<file path="src/rtl/fwd_hazard_ctrl.sv">
// Forwarding/hazard controller for a 6-stage pipeline: destination-tag shadow pipe, bypass selects, stalls, mult/div busy counter.
// Optional FWD_STALL_STATS_EN adds a 32-bit stall_cnt output counting issued stall cycles.
module fwd_hazard_ctrl #(
  parameter int MD_CYCLES = 32
) (
  input  logic       clk,
  input  logic       rst,
  input  logic       id_valid,
  input  logic [4:0] id_rs,
  input  logic [4:0] id_rt,
  input  logic       id_rs_use_id,
  input  logic       id_rt_use_id,
  input  logic       id_rs_use_ex,
  input  logic       id_rt_use_ex,
  input  logic       id_wr_en,
  input  logic [4:0] id_wr_addr,
  input  logic [1:0] id_res_class,
  input  logic       id_md_start,
  input  logic       id_hilo_rd,
  input  logic       mem_stall,
  input  logic       flush,
  output logic       stall,
  output logic [1:0] MUX4Sel,
  output logic [1:0] MUX5Sel,
  output logic [1:0] MUX8Sel,
  output logic [1:0] MUX9Sel,
  output logic       md_busy
`ifdef FWD_STALL_STATS_EN
  ,
  output logic [31:0] stall_cnt
`endif
);

  localparam logic [1:0] CLS_ALU  = 2'b00;
  localparam logic [1:0] CLS_LOAD = 2'b01;
  localparam logic [1:0] CLS_CP0  = 2'b10;
  localparam logic [1:0] CLS_NONE = 2'b11;
  localparam logic [5:0] MD_LOAD  = 6'(MD_CYCLES);

  logic       r_ex_vld, r_m1_vld, r_m2_vld, r_wb_vld;
  logic       r_ex_md, r_m1_md;
  logic [4:0] r_ex_addr, r_m1_addr, r_m2_addr, r_wb_addr;
  logic [1:0] r_ex_cls, r_m1_cls, r_m2_cls;
  logic [1:0] r_mux4, r_mux5;
  logic [5:0] r_md_cnt;

  function automatic logic hit(input logic vld, input logic [4:0] addr, input logic [4:0] src);
    return vld && (addr == src) && (src != 5'd0);
  endfunction

  function automatic logic [1:0] ex_sel(input logic u, input logic e, input logic m1, input logic m2);
    if (!u)      return 2'b00;
    else if (e)  return 2'b01;
    else if (m1) return 2'b10;
    else if (m2) return 2'b11;
    else         return 2'b00;
  endfunction

  function automatic logic [1:0] id_sel(input logic u, input logic m1, input logic m2, input logic wb);
    if (!u)      return 2'b00;
    else if (m1) return 2'b10;
    else if (m2) return 2'b11;
    else if (wb) return 2'b01;
    else         return 2'b00;
  endfunction

  logic w_rs_ex, w_rs_m1, w_rs_m2, w_rs_wb;
  logic w_rt_ex, w_rt_m1, w_rt_m2, w_rt_wb;
  logic w_ex_late, w_m1_ld, w_m1_nalu, w_m2_ld;
  logic w_haz_rs, w_haz_rt, w_haz_md;
  logic w_stall, w_adv, w_issue, w_tag_vld;

  assign w_rs_ex = hit(r_ex_vld, r_ex_addr, id_rs);
  assign w_rs_m1 = hit(r_m1_vld, r_m1_addr, id_rs);
  assign w_rs_m2 = hit(r_m2_vld, r_m2_addr, id_rs);
  assign w_rs_wb = hit(r_wb_vld, r_wb_addr, id_rs);
  assign w_rt_ex = hit(r_ex_vld, r_ex_addr, id_rt);
  assign w_rt_m1 = hit(r_m1_vld, r_m1_addr, id_rt);
  assign w_rt_m2 = hit(r_m2_vld, r_m2_addr, id_rt);
  assign w_rt_wb = hit(r_wb_vld, r_wb_addr, id_rt);

  // Classes whose result is not yet available for the consumer's stage.
  assign w_ex_late = (r_ex_cls == CLS_LOAD) || (r_ex_cls == CLS_CP0);
  assign w_m1_ld   = (r_m1_cls == CLS_LOAD);
  assign w_m1_nalu = (r_m1_cls != CLS_ALU);
  assign w_m2_ld   = (r_m2_cls == CLS_LOAD);

  assign w_haz_rs = (id_rs_use_ex && ((w_rs_ex && w_ex_late) || (w_rs_m1 && w_m1_ld))) ||
                    (id_rs_use_id && (w_rs_ex || (w_rs_m1 && w_m1_nalu) || (w_rs_m2 && w_m2_ld)));
  assign w_haz_rt = (id_rt_use_ex && ((w_rt_ex && w_ex_late) || (w_rt_m1 && w_m1_ld))) ||
                    (id_rt_use_id && (w_rt_ex || (w_rt_m1 && w_m1_nalu) || (w_rt_m2 && w_m2_ld)));
  assign w_haz_md = (id_hilo_rd || id_md_start) && md_busy;

  assign w_stall   = id_valid && !mem_stall && (w_haz_rs || w_haz_rt || w_haz_md);
  assign w_adv     = !mem_stall;
  assign w_issue   = id_valid && !w_stall && !flush;
  assign w_tag_vld = id_wr_en && (id_res_class != CLS_NONE);

  assign stall   = w_stall;
  assign MUX4Sel = r_mux4;
  assign MUX5Sel = r_mux5;
  assign MUX8Sel = id_sel(id_rs_use_id, w_rs_m1, w_rs_m2, w_rs_wb);
  assign MUX9Sel = id_sel(id_rt_use_id, w_rt_m1, w_rt_m2, w_rt_wb);
  assign md_busy = (r_md_cnt != 6'd0);

  always_ff @(posedge clk) begin
    if (rst) begin
      r_ex_vld <= 1'b0;
      r_m1_vld <= 1'b0;
      r_m2_vld <= 1'b0;
      r_wb_vld <= 1'b0;
      r_ex_md  <= 1'b0;
      r_m1_md  <= 1'b0;
      r_mux4   <= 2'b00;
      r_mux5   <= 2'b00;
    end else if (w_adv) begin
      r_ex_vld <= w_issue && w_tag_vld;
      r_ex_md  <= w_issue && id_md_start;
      r_m1_vld <= r_ex_vld && !flush;
      r_m1_md  <= r_ex_md && !flush;
      r_m2_vld <= r_m1_vld && !flush;
      r_wb_vld <= r_m2_vld;
      r_mux4   <= w_issue ? ex_sel(id_rs_use_ex, w_rs_ex, w_rs_m1, w_rs_m2) : 2'b00;
      r_mux5   <= w_issue ? ex_sel(id_rt_use_ex, w_rt_ex, w_rt_m1, w_rt_m2) : 2'b00;
    end else if (flush) begin
      r_ex_vld <= 1'b0;
      r_m1_vld <= 1'b0;
      r_ex_md  <= 1'b0;
      r_m1_md  <= 1'b0;
      r_mux4   <= 2'b00;
      r_mux5   <= 2'b00;
    end
  end

  // Tag payload carries no reset; the valid bits above qualify it.
  always_ff @(posedge clk) begin
    if (w_adv) begin
      r_ex_addr <= id_wr_addr;
      r_ex_cls  <= id_res_class;
      r_m1_addr <= r_ex_addr;
      r_m1_cls  <= r_ex_cls;
      r_m2_addr <= r_m1_addr;
      r_m2_cls  <= r_m1_cls;
      r_wb_addr <= r_m2_addr;
    end
  end

  // The counter runs through mem_stall; a flush only cancels it while its mult/div is still killable.
  always_ff @(posedge clk) begin
    if (rst)
      r_md_cnt <= 6'd0;
    else if (flush && (r_ex_md || r_m1_md))
      r_md_cnt <= 6'd0;
    else if (w_adv && w_issue && id_md_start)
      r_md_cnt <= MD_LOAD;
    else if (r_md_cnt != 6'd0)
      r_md_cnt <= r_md_cnt - 6'd1;
  end

`ifdef FWD_STALL_STATS_EN
  logic [31:0] r_stall_cnt;

  always_ff @(posedge clk) begin
    if (rst)
      r_stall_cnt <= 32'd0;
    else if (w_stall)
      r_stall_cnt <= r_stall_cnt + 32'd1;
  end

  assign stall_cnt = r_stall_cnt;
`endif

endmodule

</file>
<file path="config.mk">
export PLATFORM = sky130hd
export DESIGN_NAME = fwd_hazard_ctrl
export DESIGN_NICKNAME = d
export VERILOG_FILES = /design/src/rtl/fwd_hazard_ctrl.sv
export SDC_FILE = /design/constraint.sdc
export NUM_CORES = 1
export LEC_CHECK = 0
export ABC_AREA = 0
export ABC_CLOCK_PERIOD_IN_PS = 2100
export BUFFER_PORTS_ARGS = -buffer_cell sky130_fd_sc_hd__buf_2
export CAP_MARGIN = 15
export CORE_MARGIN = 2
export CORE_UTILIZATION = 42
export DETAILED_ROUTE_END_ITERATION = 16
export GPL_TIMING_DRIVEN = 0
export PLACE_DENSITY_LB_ADDON = 0.2
export SLEW_MARGIN = 5
export SYNTH_ARGS = -nofsm -noshare
export SYNTH_HDL_FRONTEND = slang
export SYNTH_SLANG_ARGS = --single-unit
</file>
<file path="constraint.sdc">
create_clock -name clk -period 2.1 [get_ports clk]
set_clock_uncertainty 0.1 [all_clocks]
set_input_delay 0.105 -clock clk [delete_from_list [all_inputs] [get_ports clk]]
set_output_delay 0.105 -clock clk [all_outputs]
set_load 0.005 [all_outputs]
</file>
==> impl_results.md, run 1 <==
* Status: finished with violations
* EDFF count, synth at 26
* I/O pin total at 39
* Antenna-violating nets left at 0
* Final setup fails at 2
* Setup slack after placement at -0.299 ns
* WL final at approximately 5300 µm
* FMAX at 446 MHz
* CP Max Fanout at 7
* Max Cap Viol at 0
* N_diodes at 0
* Post-DP Area at between 2000 and 3000 µm²
* Pin count of the biggest net entering global routing at 29
* Iteration-0 DRC Markers at 57
* Pleak at 1.05 nW
* Synth Area per Inst at around 11 µm²
* Initial antenna violation count at 0
* Router iterations before antenna repair at 4
* WL/cell at around 15 µm
* Synthesized area at 2330 µm²
* Max-slew headroom at the worst pin at 54.3%
* Unrepaired setup endpoints after global routing: yes
* Combinational cell fraction of total power at 28.4%
* Sequential power share at 47.0%
* Ys flop type: edfxtp_1
* Min setup slack post-route at -0.141 ns
* Full die area at slightly above 6000 µm²
* HP Class: in -> reg
* Worst Path Arrival at 2.04 ns
* Overflow left after global routing at 0
* Mux contribution to synthesized area at 1.29%
* Ys Warns at 0
* Seq/Total Area, Yosys at 47.3%
* Largest family of logic cells by synthesized area: simple AND/OR/NAND/NOR gates
* Crit path launch type: flip-flop
* Clock slew seen by the registers of the worst setup and hold paths at 0.08 ns
* Mapped Nets at 252
* DRC at 0
* Global Route Usage Sum at 17.6%
* Clock root buffer master: clkbuf_8
* R2R depth at 7
* Crit. path cell count at 6
* Post-route cell area at 2950 µm²
* Vias in the first global route at 1699
* Failing checks: negative setup slack
* Worst setup EP type: primary output
* Placed wire-length estimate at 3880 µm
* Slew @ Worst Pin at 0.681 ns
* Area contributors post-synth: edfxtp_1 34%, xnor2_1 14%, dfxtp_1 14%
* Netlist cell types at 46
* Worst Setup Path Type: reg -> out
* FF+latch count, synth at 42
* Final Hold Fails at 0
* Clock Sinks at 42
* Maximum vdd drop at 363 µV
* Post-synthesis compound-gate area fraction at 9.45%
* Critical Path Max Stage Delay at 0.46 ns
* Cell area power density at 744 nW/µm²
* Core Rows at 27
* Post-Synth Simple-Gate Area at 20.4%
* Clk_lat worst skew at 0.29 ns
* Adder-cell area share of the yosys netlist at 1.07%
* Gp weighted congestion at 0.839
* Die height at around 78 µm
* Minimum clock period at 2.24 ns
* Final net count at 306
* FFs w/ async S/R, synth at 0%
* XOR/XNOR Fraction of Synth Area at 17.3%
* Ratio of cells with drive above 1 in the final layout at 30.1%
* Layout area overhead at 26.5%
* Top delay family on crit path: simple AND/OR/NAND/NOR gates
* Critical-path cell list: xnor2_1 -> nand4_1 -> nor3_2 -> a311oi_4 -> a21oi_2 -> buf_2
* Clk pwr share at between 20% and 30%
* IO Port Bufs at 27
* Synth Instances at 221
* Net Sw Frac at 29.7%
* CTS tree: yes
* Htree depth at 2
* Vias at 1821
* Global-route wire length before repair at 8360 µm
* Power Internal at around 0.0015 W
* CTS Buf Count at 5
* Clk buf depth at 2
* Cell accounting for the most synthesized area: edfxtp_1
* Sw power at 0.000651 W
* Pins Over Slew Limit at 0
* Part of the cycle the worst path needs at 107%
* Vias/cell at between 5 and 6
* Hold-critical path depth at 3
* Core Region at 5440 µm²
* Post-synth top area share at between 30% and 40%
* Worst Path Required at 1.89 ns
* CP max stage cell: nor3_2
* Worst path bufs/invs at 1
* Width of the die at 78.5 µm
* Initial Utilization at 42.8%
## registers in the layout, indices dropped and copies added (netlist names), 5 cells and up
register,flops
r_md_cnt,6
r_ex_addr,5
r_m1_addr,5
r_m2_addr,5
r_wb_addr,5
## power by group through the flow
stage / registers (W) / logic (W) / clock network [W]
final: 0.00103 / 0.000621 / 0.000541
after global routing: 0.00104 / 0.000694 / 0.000575
after CTS: 0.00103 / 0.000598 / 0.000552
after global placement: 0.00104 / 0.000511 / 0
after floorplan: 0.00103 / 0.000402 / 0
after detailed placement: 0.00104 / 0.000520 / 0
## worst min-delay path, cell delays in order
cell,delay (ns)
buf_2,0.13
nand4_1,0.07
o21ai_1,0.05
## cells by family (layout without fill, tap and decap cells)
family          Yosys count  after routing
compound gates           27             27
xor+xnor                 46             46
fa+ha+maj                 2              2
buf+inv                  15             70
flops                    42             42
mux                       3              3
simple gates             86             86
## timing repair
item / CTS / global route
pin swaps: 12 / 15
cloned: 0 / 0
hold buffers: 10 / 0
setup buffers: 3 / 7
setup endpoints to repair: 11 / 12
gates resized for setup: 9 / 13
endpoints found under the hold margin: 12 / 0
## cell usage in the layout (no fill, tap or decap), types with 3 or more instances in the layout
cell type,count
xnor2_2,4
nor3_2,3
buf_4,10
inv_1,3
mux2i_1,3
a31oi_1,4
buf_2,31
dfxtp_1,16
nor2_1,13
xnor2_1,33
nand3_1,3
nand4_1,7
dlygate4sd3_1,10
o31ai_1,3
nor2b_1,3
o21ai_1,3
xor2_1,9
nor3_1,10
nand2_1,21
edfxtp_1,26
clkbuf_1,5
clkbuf_8,6
nor3b_1,3
## final cells by class
type	instances	area [µm²]
well taps	72	90.1
flip-flops and latches	42	1100
fillers	504	2490
inverters	4	18.8
plain buffers	11	61.3
multi-input cells	164	1270
clock buffers	7	87.6
repair buffers	47	310
clock inverters	1	5.00
## through the flow
step / total power [W] / hold slack, ns / TNS, ns / util, % / std cells
finish: 0.00219 / 0.00212 / -0.168 / 54.2 / 348
global route: 0.00231 / 0.0266 / -1.31 / 54.2 / 348
CTS: 0.00218 / 0.00265 / -0.133 / 51.8 / 341
detailed placement: 0.00156 / 0.184 / -2.17 / 47.0 / 320
global placement: 0.00155 / 0.181 / -1.92 / 47.0 / 320
floorplan: 0.00143 / 0.0774 / 0 / - / 221
## path summary, 6_finish.rpt
kind | start | slack [ns] | end
worst max register to register | r_m1_addr[2] | -0.03 | MUX4Sel[1]
worst min register to register | MUX5Sel[0] | 0.35 | MUX5Sel[0]
worst max-delay path | r_m1_addr[4] | -0.14 | stall
worst min-delay path | id_rs_use_ex | 0.002 | MUX4Sel[0]
## Yosys cell counts, types with 4 or more instances
| library cell | n |
|---|---|
| nor2_1 | 14 |
| a31oi_1 | 4 |
| edfxtp_1 | 26 |
| nand4_1 | 7 |
| dfxtp_1 | 16 |
| xor2_1 | 9 |
| clkbuf_1 | 5 |
| xnor2_1 | 37 |
| inv_1 | 4 |
| nand2_1 | 21 |
| nand3_1 | 4 |
| nor3b_1 | 4 |
| nor3_1 | 13 |
| buf_2 | 4 |
## per-layer routing
layer | GRT usage, % | vias to the layer above | wire length [µm]
met4 | 5.26 | 0 | 87
li1 | - | 894 | -
met3 | 2.87 | 9 | 190
met2 | 28.9 | 40 | 2510
met1 | 24.0 | 878 | 2540
met5 | 0 | - | 0
Note: power is estimated with default switching activity, not from simulation.
==> run 2: changes to the inputs <==
--- a/config.mk
+++ b/config.mk
@@ -9,8 +9,10 @@
 export ABC_CLOCK_PERIOD_IN_PS = 2100
 export BUFFER_PORTS_ARGS = -buffer_cell sky130_fd_sc_hd__buf_2
 export CAP_MARGIN = 15
+export CORE_ASPECT_RATIO = 1.75
 export CORE_MARGIN = 2
-export CORE_UTILIZATION = 42
+export CORE_UTILIZATION = 50
+export CTS_CLUSTER_SIZE = 10
 export DETAILED_ROUTE_END_ITERATION = 16
 export GPL_TIMING_DRIVEN = 0
 export PLACE_DENSITY_LB_ADDON = 0.2
==> impl_results.md, run 2 (synthesized netlist as in run 1, its figures left out) <==
* Final net count at 311 (was 306)
* Unrepaired setup endpoints after global routing: yes (unchanged)
* Pwr Total at 0.00225 W (was 0.00219 W)
* Post-DP Area at 2530 µm² (was 2550 µm²)
* Hold_ws at 0.00186 ns (was 0.00212 ns)
* Router iterations before antenna repair at 4 (unchanged)
* Clock slew seen by the registers of the worst setup and hold paths at 0.08 ns (about the same)
* Vias at 1867 (was 1821)
* Gp weighted congestion at 0.880 (was 0.839)
* HP Class: in -> reg (unchanged)
* Crit path launch type: flip-flop (unchanged)
* WL final at 5800 µm (was 5330 µm)
* Slew @ Worst Pin at 0.742 ns (was 0.681 ns)
* Antenna-violating nets left at 0 (unchanged)
* Most frequent cells in the layout: 31 x buf_2, 31 x xnor2_1, 26 x edfxtp_1 (was 33 x xnor2_1, 31 x buf_2, 26 x edfxtp_1)
* Full die area at 5240 µm² (was 6160 µm²)
* Setup_tns at -0.323 ns (was -0.168 ns)
* Placed wire-length estimate at 4260 µm (was 3880 µm)
* Worst Path Arrival at 2.12 ns (was 2.04 ns)
* Min setup slack post-route at -0.222 ns (was -0.141 ns)
* Vias/cell at 5.64 (was 5.23)
* Worst Path Required at 1.89 ns (about the same)
* Clock Sinks at 42 (unchanged)
* Worst Setup Path Type: reg -> out (unchanged)
* WL/cell at 17.5 µm (was 15.3 µm)
* Layout area overhead at 29.3% (was 26.5%)
* Cell area power density at 747 nW/µm² (was 744 nW/µm²)
* Max Cap Viol at 0 (unchanged)
* I/O pin total at 39 (unchanged)
* N_diodes at 0 (unchanged)
* Part of the cycle the worst path needs at 111% (was 107%)
* Minimum clock period at 2.32 ns (was 2.24 ns)
* Core Region at 4440 µm² (was 5440 µm²)
* Iteration-0 DRC Markers at 76 (was 57)
* Post-route cell area at 3010 µm² (was 2950 µm²)
* Max-slew headroom at the worst pin at 50.1% (was 54.3%)
* Final Hold Fails at 0 (unchanged)
* Width of the die at 55.6 µm (was 78.5 µm)
* CP Max Fanout at 3 (was 7)
* Initial Utilization at 52.4% (was 42.8%)
* Status: finished with violations (unchanged)
* Pin count of the biggest net entering global routing at 29 (unchanged)
* Clk_lat worst skew at 0.30 ns (was 0.29 ns)
* Most flops, register: r_md_cnt (unchanged)
* IO Port Bufs at 27 (unchanged)
* Pins Over Slew Limit at 0 (unchanged)
* Pleak at 1.08 nW (was 1.05 nW)
* Clk buf depth at 2 (unchanged)
* Core Rows at 32 (was 27)
* Worst setup EP type: primary output (unchanged)
* Htree depth at 2 (unchanged)
* # fillers at 365 (was 504)
* Die height at 94.3 µm (was 78.5 µm)
* Initial antenna violation count at 0 (unchanged)
* Final core occ at 67.8% (was 54.2%)
* Register area at 1100 µm² (unchanged)
* FMAX at 431 MHz (was 446 MHz)
* Maximum vdd drop at 521 µV (was 363 µV)
* Global Route Usage Sum at 22.9% (was 17.6%)
* Ratio of cells with drive above 1 in the final layout at 33.6% (was 30.1%)
* Max reg flops at 6 (unchanged)
* Area of the multi-input gates at 1330 µm² (was 1270 µm²)
* Final setup fails at 3 (was 2)
* CTS tree: yes (unchanged)
* Global-route wire length before repair at 9070 µm (was 8360 µm)
* DRC at 0 (unchanged)
* Clock root buffer master: clkbuf_8 (unchanged)
* CTS Buf Count at 5 (unchanged)
* Overflow left after global routing at 0 (unchanged)
* Failing checks: negative setup slack (unchanged)
* Vias in the first global route at 1992 (was 1699)
## run 2: changes by cell type in the layout (fill, tap and decap cells not counted), moves of 2 or more
cell / change
buf_6: +3
xnor2_1: -2
buf_4: +2
nor2_2: +2
nor3_4: +2
xnor2_2: +2
nor3_1: -2
## run 2: final timing paths
kind / from / endpoint / slack [ns] / cells after the start
max: r_m1_addr[1] / stall / -0.22 / 8
min: id_rs_use_ex / MUX4Sel[0] / 0.002 / 3
max reg2reg: r_m1_addr[1] / r_md_cnt[0] / -0.05 / 9
min reg2reg: MUX4Sel[0] / MUX4Sel[0] / 0.35 / 2
## run 2: per-stage QoR
stage	setup slack, ns	cells
6_report	-0.222	331
5_1_grt	-0.266	331
4_1_cts	-0.162	327
3_5_place_dp	-0.358	299
3_3_place_gp	-0.233	299
2_1_floorplan	0.139	221
## run 2: report_power, final
group / total (W) / internal (W) / switching [W]
Clock: 0.000495 / 0.000228 / 0.000267
Sequential: 0.00104 / 0.000960 / 0.0000770
Combinational: 0.000717 / 0.000373 / 0.000344
## run 2: critical path, cell delays in order, from the launching register on
cell,delay (ns)
edfxtp_1,0.45
buf_6,0.15
xnor2_2,0.13
nand2_2,0.11
or2_1,0.26
o31a_1,0.32
and3_4,0.17
a21oi_2,0.11
buf_2,0.12
## run 2: repair_timing
action                                 4_1_cts  5_1_grt
cloned                                       0        0
pin swaps                                   15       14
setup endpoints to repair                   13       12
hold buffers                                10        0
endpoints found under the hold margin       12        0
setup buffers                               11        4
resized for setup                           19       15
## run 2: layout make-up
cell class              count  area share [%]
multi-input cells         164            44.1
flip-flops and latches     42            36.6
repair buffers             52            11.9
clock buffers               6            2.41
well taps                  51            2.12
plain buffers              11            2.04
inverters                   4           0.623
clock inverters             1           0.249
## run 2: routing by layer
layer	share of wire (%)	up-vias	track usage (%)
met5	0	-	0
met4	4.6	0	14.2
met3	3.2	21	3.72
met2	60	51	45.3
met1	33	890	20.9
li1	-	905	-
